File: config.mk
export PLATFORM = sky130hd
export DESIGN_NAME = collatz_stats_flat
export DESIGN_NICKNAME = d
export VERILOG_FILES = /design/src/rtl/collatz_stats_if.sv /design/src/rtl/collatz_stats.sv /design/src/flat_wrapper.sv
export SDC_FILE = /design/constraint.sdc
export NUM_CORES = 1
export LEC_CHECK = 0
export ABC_CLOCK_PERIOD_IN_PS = 2200
export CAP_MARGIN = 10
export CORE_ASPECT_RATIO = 1.2
export CORE_UTILIZATION = 35
export CTS_CLUSTER_DIAMETER = 200
export DETAILED_ROUTE_END_ITERATION = 8
export PLACE_DENSITY = 0.7
export SYNTH_ARGS = -nofsm -noshare
export SYNTH_HDL_FRONTEND = slang
export SYNTH_SLANG_ARGS = --single-unit
File: constraint.sdc
create_clock -name clk -period 2.2 [get_ports clk]
set_clock_uncertainty 0.2 [all_clocks]
set_input_delay 0.44 -clock clk [delete_from_list [all_inputs] [get_ports clk]]
set_output_delay 0.44 -clock clk [all_outputs]
set_load 0.01 [all_outputs]
File: src/rtl/collatz_stats_if.sv
// Result/observation bundle between the Collatz controller/datapath and the stats block.
interface collatz_stats_if;
  logic        bs;
  logic [15:0] co;
  logic [19:0] k;
  logic        res_rdy;
  logic        res_vld;
  logic [15:0] res_co;
  logic [11:0] res_stp;
  logic [19:0] res_pk;
  logic        res_sat;
  logic        lost;
  logic [15:0] jobs;

  modport master (
    output bs, co, k, res_rdy,
    input  res_vld, res_co, res_stp, res_pk, res_sat, lost, jobs
  );

  modport slave (
    input  bs, co, k, res_rdy,
    output res_vld, res_co, res_stp, res_pk, res_sat, lost, jobs
  );
endinterface

File: src/rtl/collatz_stats.sv
// Watches a Collatz controller's busy flag and reports start value, step count and peak per run.
//
//   state   | meaning
//   --------+-----------------------------------------------------------
//   ST_IDLE | waiting for a busy rising edge (a run start)
//   ST_RUN  | accumulating steps/peak while bs=1; bs=0 latches the result
//   ST_DONE | result valid, held until res_rdy; overlapping runs set lost
module collatz_stats (
  input  logic                  clk,
  input  logic                  rst_n,
  collatz_stats_if.slave        s_bus
);

  typedef enum logic [1:0] {
    ST_IDLE = 2'd0,
    ST_RUN  = 2'd1,
    ST_DONE = 2'd2
  } state_t;

  localparam logic [11:0] STEP_MAX = 12'hFFF;

  state_t      r_state;
  logic        r_bs_q;
  logic        r_armed;
  logic [11:0] r_steps;
  logic [19:0] r_peak;
  logic        r_sat;

  logic        r_res_vld;
  logic [15:0] r_res_co;
  logic [11:0] r_res_stp;
  logic [19:0] r_res_pk;
  logic        r_res_sat;
  logic        r_lost;
  logic [15:0] r_jobs;

  logic        w_start;
  logic        w_xfer;
  logic        w_step_max;
  logic [19:0] w_co_ext;
  logic [19:0] w_peak_nxt;

  // r_armed blocks a "start" seen on the first edge after reset while a run is already under way.
  assign w_start    = s_bus.bs & ~r_bs_q & r_armed;
  assign w_xfer     = (r_state == ST_DONE) & s_bus.res_rdy;
  assign w_step_max = (r_steps == STEP_MAX);
  assign w_co_ext   = {4'd0, s_bus.co};
  assign w_peak_nxt = (s_bus.k > r_peak) ? s_bus.k : r_peak;

  always_ff @(posedge clk) begin
    if (!rst_n) begin
      r_state   <= ST_IDLE;
      r_bs_q    <= 1'b0;
      r_armed   <= 1'b0;
      r_steps   <= 12'd0;
      r_peak    <= 20'd0;
      r_sat     <= 1'b0;
      r_res_vld <= 1'b0;
      r_res_co  <= 16'd0;
      r_res_stp <= 12'd0;
      r_res_pk  <= 20'd0;
      r_res_sat <= 1'b0;
      r_lost    <= 1'b0;
      r_jobs    <= 16'd0;
    end else begin
      r_bs_q <= s_bus.bs;
      if (!s_bus.bs) begin
        r_armed <= 1'b1;
      end

      case (r_state)
        ST_IDLE: begin
          if (w_start) begin
            r_res_co <= s_bus.co;
            r_steps  <= 12'd0;
            r_peak   <= w_co_ext;
            r_sat    <= 1'b0;
            r_state  <= ST_RUN;
          end
        end

        ST_RUN: begin
          if (s_bus.bs) begin
            if (w_step_max) begin
              r_sat <= 1'b1;
            end else begin
              r_steps <= r_steps + 12'd1;
            end
            r_peak <= w_peak_nxt;
          end else begin
            r_res_stp <= r_steps;
            r_res_pk  <= r_peak;
            r_res_sat <= r_sat;
            r_res_vld <= 1'b1;
            r_state   <= ST_DONE;
          end
        end

        ST_DONE: begin
          if (w_xfer) begin
            r_jobs    <= r_jobs + 16'd1;
            r_res_vld <= 1'b0;
            if (w_start) begin
              r_res_co <= s_bus.co;
              r_steps  <= 12'd0;
              r_peak   <= w_co_ext;
              r_sat    <= 1'b0;
              r_state  <= ST_RUN;
            end else begin
              r_state <= ST_IDLE;
            end
          end else if (w_start) begin
            // Pending result wins; the overlapping run is dropped entirely.
            r_lost <= 1'b1;
          end
        end

        default: begin
          r_state   <= ST_IDLE;
          r_res_vld <= 1'b0;
        end
      endcase
    end
  end

  assign s_bus.res_vld = r_res_vld;
  assign s_bus.res_co  = r_res_co;
  assign s_bus.res_stp = r_res_stp;
  assign s_bus.res_pk  = r_res_pk;
  assign s_bus.res_sat = r_res_sat;
  assign s_bus.lost    = r_lost;
  assign s_bus.jobs    = r_jobs;

endmodule

File: src/flat_wrapper.sv
// flat-port wrapper written by rule: the top's interface ports become plain ports
module collatz_stats_flat 
  (clk, rst_n, s_bus_bs, s_bus_co, s_bus_k, s_bus_res_rdy, s_bus_res_vld, s_bus_res_co, s_bus_res_stp, s_bus_res_pk, s_bus_res_sat, s_bus_lost, s_bus_jobs);
  collatz_stats_if s_bus_i ();
  input  logic clk;
  input  logic rst_n;
  input wire logic [$bits(s_bus_i.bs)-1:0] s_bus_bs;
  input wire logic [$bits(s_bus_i.co)-1:0] s_bus_co;
  input wire logic [$bits(s_bus_i.k)-1:0] s_bus_k;
  input wire logic [$bits(s_bus_i.res_rdy)-1:0] s_bus_res_rdy;
  output wire logic [$bits(s_bus_i.res_vld)-1:0] s_bus_res_vld;
  output wire logic [$bits(s_bus_i.res_co)-1:0] s_bus_res_co;
  output wire logic [$bits(s_bus_i.res_stp)-1:0] s_bus_res_stp;
  output wire logic [$bits(s_bus_i.res_pk)-1:0] s_bus_res_pk;
  output wire logic [$bits(s_bus_i.res_sat)-1:0] s_bus_res_sat;
  output wire logic [$bits(s_bus_i.lost)-1:0] s_bus_lost;
  output wire logic [$bits(s_bus_i.jobs)-1:0] s_bus_jobs;
  assign s_bus_i.bs = s_bus_bs;
  assign s_bus_i.co = s_bus_co;
  assign s_bus_i.k = s_bus_k;
  assign s_bus_i.res_rdy = s_bus_res_rdy;
  assign s_bus_res_vld = s_bus_i.res_vld;
  assign s_bus_res_co = s_bus_i.res_co;
  assign s_bus_res_stp = s_bus_i.res_stp;
  assign s_bus_res_pk = s_bus_i.res_pk;
  assign s_bus_res_sat = s_bus_i.res_sat;
  assign s_bus_lost = s_bus_i.lost;
  assign s_bus_jobs = s_bus_i.jobs;
  collatz_stats u_core (.clk(clk), .rst_n(rst_n), .s_bus(s_bus_i));
endmodule
Word-level counts from Yosys, hierarchy flattened
Index checks and enable logic that the tools add are counted.
{"block": "totals", "reg_bits": 104, "inputBits": 40}
{"block": "classes", "add_sub_neg": 2, "n_lt_le_gt_ge": 1, "eq_ne": 10, "muxes": 26, "n_bitwise": 7, "n_reduce_logical": 12}
{"operator": "two-way mux 20 bit", "count": 4}
{"operator": "case mux 20 bit (3 select lines)", "count": 1}
{"operator": "two-way mux 12 bit", "count": 4}
{"operator": "case mux 12 bit (3 select lines)", "count": 1}
{"operator": "two-way mux 16 bit", "count": 2}
{"operator": "case mux 16 bit (2 select lines)", "count": 1}
{"operator": "> comparator 20 bit", "count": 1}
{"operator": "adder 16 x 1 -> 16 bit (second input constant)", "count": 1}
{"operator": "adder 12 x 1 -> 12 bit (second input constant)", "count": 1}
{"operator": "== test 12 bit (second input constant)", "count": 1}
{"operator": "AND reduction 4 bit", "count": 3}
{"operator": "AND reduction 3 bit", "count": 3}
{"operator": "!= test 2 x 1 -> 1 bit (second input constant)", "count": 4}
{"operator": "two-way mux 1 bit", "count": 7}
{"operator": "two-way mux 2 bit", "count": 3}
{"operator": "!= test 2 bit (second input constant)", "count": 3}
{"operator": "case mux 1 bit (3 select lines)", "count": 2}
{"operator": "case mux 2 bit (3 select lines)", "count": 1}
{"operator": "AND reduction 2 bit", "count": 3}
{"operator": "inverter 1 bit", "count": 4}
{"operator": "bitwise AND 1 bit", "count": 3}
{"operator": "nonzero test 3 bit", "count": 1}
{"operator": "== test 2 x 1 -> 1 bit (second input constant)", "count": 1}
{"operator": "== test 2 bit (second input constant)", "count": 1}
{"operator": "other kinds (2)", "count": 2}

Depth between registers and ports, before layout
{"block": "logic_depth", "word_depth": 6, "mapped_depth": 9, "mapped_depth_nobuf": 8}

Least setup slack after synthesis
No wires, ideal clock.
{"block": "synth_path", "path_kind": "input -> register", "start": "input s_bus_k[13]", "end": "register u_core.r_peak[11]", "setup_ps": 119, "arrival_ps": 1908, "t_required_ps": 1881, "setup_slack_ps": -27, "cell_stages": 8, "cell_sequence": "ha_1 -> a21oi_1 -> nor2_1 -> a211oi_1 -> o2111ai_2 -> o21a_1 -> buf_2 -> o221a_2"}
{"block": "synth_via", "elab_chain_cells": 3}
{"element": "start, declared", "line_no": "flat_wrapper.sv:9", "source": "input wire logic [$bits(s_bus_i.k)-1:0] s_bus_k;"}
{"element": "> comparator 20 bit", "line_no": "collatz_stats.sv:48", "source": "assign w_peak_nxt = (s_bus.k > r_peak) ? s_bus.k : r_peak;"}
{"element": "!= test 2 x 1 -> 1 bit (no source line)"}
{"element": "AND reduction 4 bit (no source line)"}
{"element": "end signal, assigned", "line_no": "collatz_stats.sv:76", "source": "r_peak <= w_co_ext;"}
{"element": "end signal, assigned", "line_no": "collatz_stats.sv:89", "source": "r_peak <= w_peak_nxt;"}
{"element": "end signal, assigned", "line_no": "collatz_stats.sv:106", "source": "r_peak <= w_co_ext;"}
{"element": "end, declared", "line_no": "collatz_stats.sv:26", "source": "logic [19:0] r_peak;"}
No other way between the ends.
A chain may end at the register's enable or synchronous reset.

Worst setup path in the final report
{"block": "layout_path", "start": "input s_bus_k[12]", "end": "register u_core.r_peak[14]"}
The elaborated chain is that of the path after synthesis.

==> flow_metrics.py <==
metrics = {
    "timing": {
        "period_minus_slack_ns": 2.23,
        "setup_ws_ns": -0.0251,
        "slew_headroom": 0.737,
        "tns_ns": -0.0796,
        "final-setup-viol-count": 4,
        "worst_hold_slack_ns": 0.255,
        "fmax_ghz": 0.449,
        "hold_viol_final": 0,
        "worst_pin_slew_ns": 0.393,
        "rsz0062_at_grt": "true",
        "drv_slew": 0,
        "fin_crit_sh": 1.01,
    },
    "global_routing": {
        "grt_use_met3": 0.0406,
        "track_usage": 0.196,
        "antenna_found_initial": 1,
        "grt-ovfl-total": 0,
        "grt_max_degree": 31,
        "use_met1": 0.238,
        "grt_use_met2": 0.334,
        "grt_pass1_wl_mm": 20.8,
        "top_usage_layer": "met2",
        "grt_pass1_vias": 4316,
    },
    "logic_synthesis": {
        "synth.ff_latch_count": 104,
        "syn_inst": 541,
        "synth_area_leaders": "dfxtp_1, nand2_1, a21oi_1, ha_1, nor2_1",
        "ys.warnings.count": 0,
        "avgSynthCellArea_um2": 8.36,
        "syn-cell-area_um2": 4520,
        "ys_seq_area_frac": 0.460,
        "synthTopCellsByCount": "nand2_1, dfxtp_1, a21oi_1",
        "synth-edff-count": 0,
        "synth_area_leader_cell": "dfxtp_1",
        "syn-num-nets": 603,
        "synth.top_cell.area_share": 0.460,
        "yosys.cell_types.count": 45,
        "post-synth-top-count-cell": "nand2_1",
        "synthFlopType": "dfxtp_1",
        "synthArstFlopShare": 0,
    },
    "power_and_ir_drop": {
        "swShare": 0.233,
        "p_seq_frac": 0.468,
        "power_switching_uw": 969,
        "ir_drop_mv": 0.389,
        "p_int_mw": 3.18,
        "p_per_area_nw_per_um2": 609,
        "power_frac_comb": 0.124,
        "leakage_nw": 2.51,
        "clkPwrFrac": 0.408,
    },
    "clock_network": {
        "cts_tree": "done",
        "clockBufferDepth": 2,
        "path_clk_slew_ns": 0.07,
        "clock_sinks": 104,
        "holdBufCountCts": 0,
        "clock_latency_ns": 0.35,
        "cts-root-buf": "clkbuf_16",
        "htree_levels": 3,
        "cts-buffers-inserted": 9,
    },
    "worst_setup_path": {
        "worstPathArrival_ns": 2.26,
        "ff2ff_setup_slack_ns": -0.02,
        "worst_setup_path_end_kind": "register",
        "critPathMaxFanout": 5,
        "crit_path_start_kind": "primary input",
        "r2r_end": "u_core.r_peak[14]",
        "cp.required_ns": 2.23,
        "r2r_cells": 10,
        "crit_start": "s_bus_k[12]",
        "crit_type": "in -> reg",
        "reg2reg_from": "u_core.r_peak[17]",
    },
    "routing": {
        "ant_nets": 0,
        "dr.pass1.iters": 4,
        "viasPerCell": 5.00,
        "drt_iter0_drc": 152,
        "via_count": 4338,
        "wl_mm": 12.9,
        "drc": 0,
        "wl_per_cell_um": 14.8,
    },
    "final_layout": {
        "fin_nets": 760,
        "fill_cells": 1179,
        "final_cells": 868,
        "final_area_um2": 6820,
        "area_growth_pct": 50.8,
        "layout-drive-gt1-share": 0.203,
    },
    "placement": {
        "dp_hpwl_mm": 9.26,
        "portBuffers": 106,
        "dp_cells": 842,
        "routabilityCongestion": 0.844,
        "dpl_cell_area_um2": 6190,
    },
    "floorplan": {
        "ios": 107,
        "core_um2": 12600,
        "start_util": 0.359,
        "die_area_um2": 13400,
        "num_rows": 45,
        "die-height_um": 127,
        "die_w_um": 106,
    },
    "worst_hold_path": {
        "worstHoldStart": "u_core.s_bus.res_pk[16]",
        "holdPathStages": 2,
        "min_path_type": "reg -> reg",
        "holdPathEnd": "u_core.s_bus.res_pk[16]",
    },
    "run_status": {
        "status": "finished, violations left",
        "failed_checks": "setup timing",
    },
    "flow_run": {
        "cap_violations": 0,
    },
}
power by group through the flow:
stage,registers (mW),clock network [mW],logic (mW)
4_1_cts,1.94,1.73,0.488
6_report,1.94,1.69,0.514
3_3_place_gp,1.98,0,0.445
2_1_floorplan,1.99,0,0.203
5_1_grt,1.95,1.81,0.559
3_5_place_dp,1.98,0,0.454
how the worst max path moves through the flow:
stage	to	slack, ns
finish	u_core.r_peak[14]	-0.03
global route	u_core.r_peak[15]	-0.09
CTS	u_core.r_peak[15]	-0.007
detailed placement	u_core.r_peak[14]	-0.98
global placement	u_core.r_peak[15]	-0.93
floorplan	u_core.r_peak[11]	0.006
stage by stage:
step | worst slack (ns) | power (mW) | utilization
global route | -0.0871 | 4.32 | 0.541
floorplan | 0.00591 | 2.19 | -
detailed placement | -0.975 | 2.44 | 0.491
global placement | -0.932 | 2.43 | 0.491
finish | -0.0251 | 4.15 | 0.541
CTS | -0.00748 | 4.16 | 0.533
cells by family after synthesis:
group | count (synthesis) | synth area share
adders and majority gates | 22 | 0.0608
and+or+nand+nor | 220 | 0.212
buffers and inverters | 54 | 0.0509
muxes | 2 | 0.00442
DFF | 104 | 0.460
AOI/OAI and AO/OA | 115 | 0.165
xor gates and xnor gates | 24 | 0.0465
worst max-delay path: stages:
cell and delay [ns]:
dlygate4sd2_1 0.27, ha_1 0.30, nand4_1 0.12, buf_4 0.13, nor2_4 0.04, a21oi_2 0.14, o2111ai_2 0.16, o21a_4 0.27
buf_12 0.14, o221a_4 0.25
routing by layer:
metal	vias to the layer above	wire length [µm]
li1	2152	-
met4	0	344
met5	-	0
met3	20	613
met2	96	6260
met1	2070	5640
cell type report:
cell class,count,area (µm²),area share
well taps,164,205,0.0301
inverters,25,93.8,0.0138
clock buffers,11,233,0.0341
diodes,1,2.50,0.000367
flip-flops and latches,104,2100,0.308
clock inverters,5,81.3,0.0119
multi-input cells,384,2460,0.361
repair buffers,174,1650,0.241
placed cells by master, fill, tap and decap left out, types with 4 or more instances in the layout:
cell             synthesis  routed
a21oi_1                 65      63
a32oi_1                 11      10
and3_1                   7       7
buf_12                   0       4
buf_4                    1      56
buf_6                    1       7
clkbuf_16                0       9
clkdlybuf4s50_1          0      87
dfxtp_1                104      91
dfxtp_2                  0      13
dlygate4sd2_1            0      17
ha_1                    22      11
ha_4                     0      11
inv_1                   24      17
inv_2                    1       8
nand2_1                136     135
nand3_1                  8       8
nand4_1                  5       5
nor2_1                  45      41
o21ai_0                  7       4
o22ai_1                 11      11
xnor2_1                  5       5
xor2_1                  19      19
sequential cells by signal, summed over array words and instances, names as in the netlist:
signal / flops
u_core.s_bus.res_co: 16
u_core.r_armed: 1
u_core.r_bs_q: 1
u_core.r_peak: 20
u_core.s_bus.res_stp: 12
u_core.s_bus.res_vld: 1
u_core.s_bus.lost: 1
u_core.s_bus.res_pk: 20
u_core.s_bus.res_sat: 1
u_core.s_bus.jobs: 16
u_core.r_steps: 12
u_core.r_sat: 1
u_core.r_state: 2
repair_timing:
item / 4_1_cts / 5_1_grt
cloned: 1 / 1
resized for setup: 59 / 21
pin swaps: 26 / 11
setup endpoints to repair: 20 / 20
setup buffers: 6 / 1
Power figures use the tool's default switching activity.
